$ cat src/rtl/life_pkg.sv
// Shared types and seed patterns for the 8x8 Game-of-Life sequencer.
package life_pkg;

  localparam int GRID = 64;

  // Sequencer state; the encoding is exported on the status port.
  typedef enum logic [2:0] {
    ST_IDLE  = 3'd0,
    ST_LOAD  = 3'd1,
    ST_PAUSE = 3'd2,
    ST_RUN   = 3'd3,
    ST_HALT  = 3'd4
  } state_t;

  // Why the board stopped advancing; exported on the halt_reason port.
  typedef enum logic [1:0] {
    RSN_NONE    = 2'd0,
    RSN_EXTINCT = 2'd1,
    RSN_STABLE  = 2'd2
  } reason_t;

  // Seed patterns, bit index = row*8 + col with row 0 at the top.
  localparam logic [GRID-1:0] PATTERNS [4] = '{
    64'h0000_0000_1C00_0000,  // 0: blinker
    64'h0000_0000_0007_0402,  // 1: glider
    64'h0000_0018_1800_0000,  // 2: block
    64'h0000_0000_0000_0001   // 3: single cell
  };

endpackage

$ cat src/rtl/tick_divider.sv
// Generation-rate divider: a BASE_DIV prescaler feeding a speed counter.
// tc is high for one clock every BASE_DIV*(speed+1) enabled clocks; the
// speed input is captured on clear and on every full-period wrap so a
// change never produces a runt period.
module tick_divider
  import life_pkg::*;
#(
  parameter int BASE_DIV = 1_562_500
) (
  input  logic       clk,
  input  logic       reset,
  input  logic       en,
  input  logic       clr,
  input  logic [2:0] speed,
  output logic       tc
);

  localparam int            PW      = $clog2(BASE_DIV);
  localparam logic [PW-1:0] PRE_MAX = PW'(BASE_DIV - 1);

  logic [PW-1:0] r_pre;
  logic [2:0]    r_spd_cnt;
  logic [2:0]    r_spd_lat;
  logic          w_pre_end;
  logic          w_spd_end;

  assign w_pre_end = (r_pre == PRE_MAX);
  assign w_spd_end = (r_spd_cnt == r_spd_lat);
  assign tc        = en && w_pre_end && w_spd_end;

  // Prescale and speed counters; hold when not enabled, restart on clr.
  always_ff @(posedge clk or negedge reset) begin
    if (!reset) begin
      r_pre     <= '0;
      r_spd_cnt <= '0;
      r_spd_lat <= '0;
    end else if (clr) begin
      r_pre     <= '0;
      r_spd_cnt <= '0;
      r_spd_lat <= speed;
    end else if (en) begin
      if (w_pre_end) begin
        r_pre <= '0;
        if (w_spd_end) begin
          r_spd_cnt <= '0;
          r_spd_lat <= speed;
        end else begin
          r_spd_cnt <= r_spd_cnt + 3'd1;
        end
      end else begin
        r_pre <= r_pre + 1'b1;
      end
    end
  end

endmodule

$ cat src/rtl/life_controller.sv
// Sequencer for the 8x8 Game-of-Life array: loads seeds, runs / pauses /
// single-steps the generation enable, counts generations and halts when
// the board dies out or stops changing. Every output is a flop.
module life_controller
  import life_pkg::*;
#(
  parameter int BASE_DIV = 1_562_500,
  parameter int GEN_W    = 16
) (
  input  logic             clk,
  input  logic             reset,
  input  logic             load_req,
  input  logic [1:0]       pattern_sel,
  input  logic             run,
  input  logic             step,
  input  logic [2:0]       speed,
  input  logic [GRID-1:0]  board,
  output logic             gen_tick,
  output logic             cell_load,
  output logic [GRID-1:0]  init_pattern,
  output logic [GEN_W-1:0] generation,
  output logic [2:0]       status,
  output logic [1:0]       halt_reason
);

  function automatic logic [GEN_W-1:0] sat_inc(input logic [GEN_W-1:0] v);
    return (&v) ? v : v + 1'b1;
  endfunction

  state_t            r_state;
  reason_t           r_halt_reason;
  logic              r_gen_tick;
  logic              r_cell_load;
  logic [GRID-1:0]   r_init_pattern;
  logic [GEN_W-1:0]  r_generation;
  logic [GRID-1:0]   r_snapshot;
  logic              r_tick_d;

  state_t            w_state_n;
  reason_t           w_reason_n;
  logic              w_tick_n;
  logic              w_load_n;
  logic [GRID-1:0]   w_init_n;
  logic [GEN_W-1:0]  w_gen_n;
  logic [GRID-1:0]   w_snap_n;
  logic              w_tick_d_n;

  logic              w_adv;
  logic              w_halt_ext;
  logic              w_halt_stb;
  logic              w_halt;
  logic              w_div_en;
  logic              w_div_clr;
  logic              w_tc;

  // A tick without cell_load advances the array on this edge.
  assign w_adv      = r_gen_tick && !r_cell_load;

  // One cycle after an advance the board holds the new generation.
  assign w_halt_ext = r_tick_d && (board == '0);
  assign w_halt_stb = r_tick_d && (board != '0) && (board == r_snapshot);
  assign w_halt     = w_halt_ext || w_halt_stb;

  // The divider only runs while RUN is actually being held this cycle;
  // it restarts on a load and on every PAUSE -> RUN transition.
  assign w_div_en   = (r_state == ST_RUN) && run && !load_req && !w_halt;
  assign w_div_clr  = load_req || ((r_state == ST_PAUSE) && run && !w_halt);

  tick_divider #(
    .BASE_DIV (BASE_DIV)
  ) u_div (
    .clk   (clk),
    .reset (reset),
    .en    (w_div_en),
    .clr   (w_div_clr),
    .speed (speed),
    .tc    (w_tc)
  );

  // Next-state decode: load beats halt, halt beats run/step.
  always_comb begin
    w_state_n  = r_state;
    w_reason_n = r_halt_reason;
    w_tick_n   = 1'b0;
    w_load_n   = 1'b0;
    w_init_n   = r_init_pattern;
    w_tick_d_n = w_adv;
    w_snap_n   = w_adv ? board : r_snapshot;
    w_gen_n    = w_adv ? sat_inc(r_generation) : r_generation;

    if (load_req) begin
      w_state_n  = ST_LOAD;
      w_reason_n = RSN_NONE;
      w_tick_n   = 1'b1;
      w_load_n   = 1'b1;
      w_init_n   = PATTERNS[pattern_sel];
      w_gen_n    = '0;
      w_tick_d_n = 1'b0;
    end else if (w_halt_ext) begin
      w_state_n  = ST_HALT;
      w_reason_n = RSN_EXTINCT;
    end else if (w_halt_stb) begin
      w_state_n  = ST_HALT;
      w_reason_n = RSN_STABLE;
    end else begin
      case (r_state)
        ST_LOAD: begin
          w_state_n = ST_PAUSE;
        end
        ST_PAUSE: begin
          if (run) begin
            w_state_n = ST_RUN;
          end else if (step && !r_gen_tick) begin
            // A step arriving while its own tick is still on the output
            // is the same request and must not queue a second tick.
            w_tick_n = 1'b1;
          end
        end
        ST_RUN: begin
          if (!run) begin
            w_state_n = ST_PAUSE;
          end else begin
            w_tick_n = w_tc;
          end
        end
        default: begin
          // IDLE and HALT only leave on load_req.
        end
      endcase
    end
  end

  // Register every output and the halt-check history.
  always_ff @(posedge clk or negedge reset) begin
    if (!reset) begin
      r_state        <= ST_IDLE;
      r_halt_reason  <= RSN_NONE;
      r_gen_tick     <= 1'b0;
      r_cell_load    <= 1'b0;
      r_init_pattern <= '0;
      r_generation   <= '0;
      r_snapshot     <= '0;
      r_tick_d       <= 1'b0;
    end else begin
      r_state        <= w_state_n;
      r_halt_reason  <= w_reason_n;
      r_gen_tick     <= w_tick_n;
      r_cell_load    <= w_load_n;
      r_init_pattern <= w_init_n;
      r_generation   <= w_gen_n;
      r_snapshot     <= w_snap_n;
      r_tick_d       <= w_tick_d_n;
    end
  end

  assign gen_tick     = r_gen_tick;
  assign cell_load    = r_cell_load;
  assign init_pattern = r_init_pattern;
  assign generation   = r_generation;
  assign status       = r_state;
  assign halt_reason  = r_halt_reason;

endmodule

$ cat config.mk
export PLATFORM = sky130hd
export DESIGN_NAME = life_controller
export DESIGN_NICKNAME = d
export VERILOG_FILES = /design/src/rtl/life_pkg.sv /design/src/rtl/tick_divider.sv /design/src/rtl/life_controller.sv
export SDC_FILE = /design/constraint.sdc
export NUM_CORES = 1
export LEC_CHECK = 0
export CAP_MARGIN = 40
export CORE_MARGIN = 3
export CORE_UTILIZATION = 50
export DETAILED_ROUTE_END_ITERATION = 10
export PLACE_DENSITY = 0.88
export SYNTH_ARGS = -nofsm -noshare
export SYNTH_HDL_FRONTEND = slang
export SYNTH_SLANG_ARGS = --single-unit
$ cat constraint.sdc
create_clock -name clk -period 3.35 [get_ports clk]
set_clock_uncertainty 0.05 [all_clocks]
set_input_delay 0.67 -clock clk [delete_from_list [all_inputs] [get_ports clk]]
set_output_delay 0.67 -clock clk [all_outputs]
set_load 0.01 [all_outputs]
== Word-level counts from Yosys, hierarchy flattened ==
Index checks and enable logic that the tools add are counted.
Cells by class
  $add $sub $neg: 3
  magnitude comparators: 1
  equal/unequal tests: 9
  mux-type cells: 35
  bitwise operators: 1
  reductions and logical operators: 31
Operators by type and width (count)
  binary-select mux 64 bit (select 2 bit): 1
  2-to-1 mux 64 bit: 2
  == test 64 bit: 1
  zero test 64 bit: 1
  nonzero test 64 bit: 1
  2-to-1 mux 21 bit: 3
  2-to-1 mux 16 bit: 3
  2-to-1 mux 3 bit: 13
  adder 21 x 1 -> 21 bit, second input constant: 1
  == test 21 bit, second input constant: 1
  adder 16 x 1 -> 16 bit, second input constant: 1
  AND reduction 16 bit: 1
  logical AND 1 bit: 12
  != test 5 bit, second input constant: 2
  one-hot mux 3 bit (3 select lines): 1
  2-to-1 mux 1 bit: 8
  nonzero test 2 bit: 4
  == test 3 x 2 -> 1 bit, second input constant: 2
  2-to-1 mux 2 bit: 3
  AND reduction 3 bit: 2
  nonzero test 6 bit: 1
  zero test 1 bit: 4
  AND reduction 2 bit: 2
  adder 3 x 1 -> 3 bit, second input constant: 1
  8 further kinds: 9
Storage, ports and cells
  register bits: 179
  bits of input ports: 74
  output and inout bits: 87
  logic and storage cells: 91

== Longest topological paths before layout ==
  depth after elaboration: 13
  depth in mapped cells: 9
  depth with buffers taken out: 8

== Cells and area by module ==
A second synthesis with hierarchy kept.
Second synthesis, totals
  cells, all modules: 724
  area total of the unflattened synthesis: 6507.5 sq um
By module, submodules not included
  life_controller: instances 1, cells an instance 573, area each 5032.3 sq um, sequential area each 2327.2 sq um
  tick_divider: instances 1, cells an instance 151, area each 1475.2 sq um, sequential area each 675.6 sq um

== Worst setup path after synthesis ==
OpenSTA, ideal clock, no wires.
  path kind: input -> register
  start point: input board[31]
  end point: register u_div.r_spd_lat[0]
  library setup time: 0.125 ns
  arrival: 2.524 ns
  required time: 3.175 ns
  path slack: 0.651 ns
  cell stages on the path: 7
  buffers on the path: 0
  cells stage by stage: xor2_1 > or4_1 > nor4_2 > nand3_1 > o21a_1 > a41oi_2 > mux2_2
On the way
  word-level cells in the longest chain between the ends: 9
RTL lines
  start: declaration: RTL line life_controller.sv:17  | input logic [GRID-1:0] board,
  nonzero test 64 bit: RTL line life_controller.sv:61  | assign w_halt_stb = r_tick_d && (board != '0) && (board == r_snapshot);
  logical AND 1 bit (2 in a row): RTL line life_controller.sv:61
  logical OR 1 bit *: RTL line life_controller.sv:62  | assign w_halt = w_halt_ext || w_halt_stb;
  zero test 1 bit *: RTL line life_controller.sv:66, life_controller.sv:67
  logical AND 1 bit: RTL line life_controller.sv:67  | assign w_div_clr = load_req || ((r_state == ST_PAUSE) && run && !w_halt);
  logical OR 1 bit: RTL line life_controller.sv:67
  nonzero test 2 bit (no source line)
  AND reduction 3 bit (no source line)
  end signal: assignment: RTL line tick_divider.sv:40  | r_spd_lat <= speed;
  end signal: assignment: RTL line tick_divider.sv:46  | r_spd_lat <= speed;
  end: declaration: RTL line tick_divider.sv:23  | logic [2:0] r_spd_lat;
Every way passes the cells marked *; elsewhere a longest branch is shown, timed or not.
A chain may end at the register's enable or synchronous reset.

== Worst setup path after layout ==
  start point: input board[14]
  end point: register u_div.r_pre[13]
On the way
  word-level cells in the longest chain between the ends: 8
RTL lines
  nonzero test 64 bit: RTL line life_controller.sv:61
  logical AND 1 bit (2 in a row): RTL line life_controller.sv:61
  logical OR 1 bit *: RTL line life_controller.sv:62
  zero test 1 bit *: RTL line life_controller.sv:66, life_controller.sv:67
  logical AND 1 bit: RTL line life_controller.sv:67
  logical OR 1 bit: RTL line life_controller.sv:67
  2-to-1 mux 21 bit / nonzero test 2 bit (equally long branches)
  end signal: assignment: RTL line tick_divider.sv:51  | r_pre <= r_pre + 1'b1;
  end: declaration: RTL line tick_divider.sv:21  | logic [PW-1:0] r_pre;
Marks and branches as above.

==> flow_results.org <==
** Routing
- In the detailed route, the total length drawn on met2 is 8.78 mm.
- DRT Pass-1 Iters :: 5
- Dividing the detail-routed wire length by the instance count gives 18.8 um.
- Top Layer Used :: met4
- For this block, the initial DRC count from the detailed router was 546.
- DRC violation count after routing :: 0
- For this block, wires on met1 add up to between 7 and 8 mm.
- Final routed wirelength across all metal layers :: around 19 mm
- Via Count :: between 6k and 7k
- WL met3 :: about 1.5 mm
- In this run the remaining antenna-violating nets after routing total 0.
- Via/cell ratio :: slightly above 6

** Placement
- Once placement completed, the tool counted placed cells totaling 962.
- Pre-CTS WS :: -0.194 ns
- Post-DP HPWL :: around 14 mm
- Port buffering added roughly 110 buffers.
- Area post-placement :: 8210 sq um
- Gpl congestion :: 0.944

** STA
- Transition time of the tightest slew-check pin :: ~0.84 ns
- Setup repair after global routing left no endpoint under its margin.
- Worst slew margin relative to its limit :: 0.438
- The max-slew violation count is 0.
- Ratio of final minimum period to clock period :: 0.939
- Setup slack closes at 0.204 ns.
- In the final timing run, aggregate negative setup slack is 0 ns.
- The hold violation total from the final report is 0.
- Setup violations remaining at the end of the flow were counted as 0.
- Post-layout minimum cycle time :: 3.15 ns
- Timing-limited maximum frequency :: 318 MHz
- Final hold analysis gives a worst-case slack of 0.248 ns.

** Worst setup path
- Worst r2r src :: u_div.r_pre[0]$_DFFE_PN0P_
- Startpoint types :: primary input
- STA puts the critical path data required time at 3.66 ns.
- Launch point of the critical path :: board[14]
- For the worst setup path, the data arrival time is roughly 3.5 ns.
- The worst setup path is captured at a flop.
- Maximum fanout along the worst path :: 14
- Setup CP Type :: in -> reg

** Worst hold path
- The tightest min-delay check is of the in -> async type.

** Synthesis
- Of the post-synthesis cell area, the dominant cell type holds 0.428.
- Cell type contributing the most total cell area after synthesis :: dfrtp_1
- YS warnings :: 0
- The share of the Yosys chip area taken by registers is 0.428.
- Synthesis handed over a netlist of 678 instances.
- By area the synthesized netlist is led by dfrtp_1 43%, mux2_2 11%, xnor2_1 6.6%.
- The synthesized design contains 0 enable-type register cells.
- Post-synth ARST share :: 1.00
- Synthesis inferred between 100 and 150 register bits.
- The synthesized netlist occupies a cell area of 7020 sq um.
- Primary flip-flop cell chosen by synthesis mapping :: dfrtp_1
- Unique cell type count in the Yosys netlist :: 59
- After synthesis, the mean cell area works out to 10.4 sq um.

** Finish
- Highest-count cells in the layout ignoring fill and taps :: 120 x dfrtp_1, 106 x clkdlybuf4s50_1, 67 x mux2_2
- For this run, the share of the core covered by cells in the final layout is 0.653.
- Of the cells placed in the final design, the portion with a size suffix greater than 1 is 0.175.
- After routing the design area is about 9000 sq um.
- The multi-input combinational cells in the finished layout cover a total of 3610 sq um.
- The final layout contains 882 nets.
- Registers take 3000 sq um.
- Area added between synthesis and finish :: 25.7%
- Leading cell type in the layout, fill and taps excluded :: dfrtp_1
- Diode insertion count for antenna repair :: 0
- The layout has 1,025 filler cells.
- After the flow finishes, the layout carries non-filler instances totaling 993.

** Pwr
- The share of total power dissipated in sequential elements is 0.392.
- Switch share :: 0.261
- The share of total power dissipated in the clock network is 0.441.
- The share of total power dissipated in combinational logic is 0.167.
- Pleak :: 3.45 nW
- In this run the power density over the cells is 486 nW/um^2.
- Post-layout total power :: approximately 4.3 mW
- Worst voltage drop across the vdd grid :: about 0.42 mV
- P_int :: around 3.2 mW
- In this run the power spent charging and discharging nets is 1.12 mW.

** Clock tree
- Resized Gates After CTS :: 0
- No sink is reached through more buffers than the 2 on the longest clock path.
- Hold buffer count at cts :: 0
- CTS buffer count :: 17
- CTS saw 120 sinks.
- Insertion delay to the later sink of the worst-skew pair :: about 0.42 ns
- H-tree levels :: 4
- After clock tree synthesis, the setup repair step added 0 buffers.
- The tree is rooted in a clkbuf_16.
- Clock-pin slew reported for the worst setup and hold paths after clock tree synthesis :: 0.06 ns
- TritonCTS built the clock tree.

** Floorplan
- Die Wd :: between 100 and 150 um
- After floorplanning, the core was divided into 42 placement rows.
- Core area :: 13,500 sq um
- Number of top-level pins :: 161
- The die covers 15,500 sq um.
- For this configuration, the core starts out at a cell density of 0.520.
- The die is 124 um tall.

** Flow run
- The tool flagged a number of max-cap violations equal to 0.

** Global routing
- Global-route wire length before repair :: 29.9 mm
- The number of global-route vias before repair came to 5,782.
- Summed over all layers, the global routing overflow is 0.
- GRT Overall Usage :: 0.238
- Pin count of the biggest net entering global routing :: 66
- The initial antenna violation count is 0.

** Outcome
- The flow ran to the end, and the final reports show no timing, DRC or antenna violations.
## registers in the layout, indices dropped and copies added, names as in the netlist
name,count
status,3
r_snapshot,64
u_div.r_spd_cnt,3
u_div.r_pre,21
r_tick_d,1
u_div.r_spd_lat,3
gen_tick,1
init_pattern,5
halt_reason,2
generation,16
cell_load,1
## final cells by class
class	count	area share
timing repair buffer	139	0.153
tap	176	0.0250
multi-input combinational	519	0.410
clock buffer	17	0.0482
inverter	8	0.00340
clock inverter	14	0.0207
sequential	120	0.340
## critical path, stage by stage
cell	delay (ns)
clkdlybuf4s50_1	0.47
nor4_1	0.56
nand4_1	0.17
or4_1	0.55
or3_1	0.43
nand2_1	0.12
o21ai_2	0.18
o21ba_2	0.30
## Yosys cell counts (all sizes together), types with 3 or more instances
master   instances
dfrtp          120
buf             67
mux2            67
nand4           53
xnor2           53
nor4            37
nor2            32
a21oi           26
nand2b          26
nand3           24
nand2           21
clkbuf          16
or4             16
xor2            16
o31ai           14
o21ai           11
and3             9
nor3             9
inv              7
and4             5
a41oi            4
nor4b            4
o2bb2ai          4
or3              4
a31oi            3
ha               3
nor3b            3
## layer usage
layer  GRT usage  vias to the layer above
met5           0                        -
met4       0.106                        0
met3      0.0643                       68
met2       0.373                      352
met1       0.311                     2920
li1            -                     2679
## power groups by stage
stage	clock network [mW]	logic, mW	registers [mW]
finish	1.89	0.717	1.68
global route	1.97	0.760	1.69
CTS	1.90	0.705	1.68
detailed placement	0	0.696	1.70
global placement	0	0.675	1.69
floorplan	0	0.443	1.68
## kinds of logic (layout without fill, tap and decap cells)
family / after synthesis / after routing / share of synthesized area
compound gates: 74 / 74 / 0.0727
xor+xnor: 69 / 69 / 0.0861
fa+ha+maj: 3 / 3 / 0.00535
buf+inv: 91 / 178 / 0.0857
flops: 120 / 120 / 0.428
mux: 68 / 68 / 0.109
other cells: 1 / 53 / 0.000534
simple gates: 252 / 252 / 0.213
## path summary, 6_finish.rpt
| check | end | cells after the start | slack (ns) |
|---|---|---|---|
| setup reg to reg | u_div.r_pre[13]$_DFFE_PN0P_ | 8 | 0.32 |
| setup / recovery | u_div.r_pre[13]$_DFFE_PN0P_ | 8 | 0.20 |
| max in group asynchronous | halt_reason[0]$_DFFE_PN0P_ | 2 | 2.23 |
| min in group clk | init_pattern[26]$_DFFE_PN0P_ | 1 | 0.43 |
| hold / removal | u_div.r_pre[6]$_DFFE_PN0P_ | 1 | 0.25 |
| hold reg to reg | init_pattern[26]$_DFFE_PN0P_ | 1 | 0.43 |
Note: power is estimated with default switching activity, not from simulation.
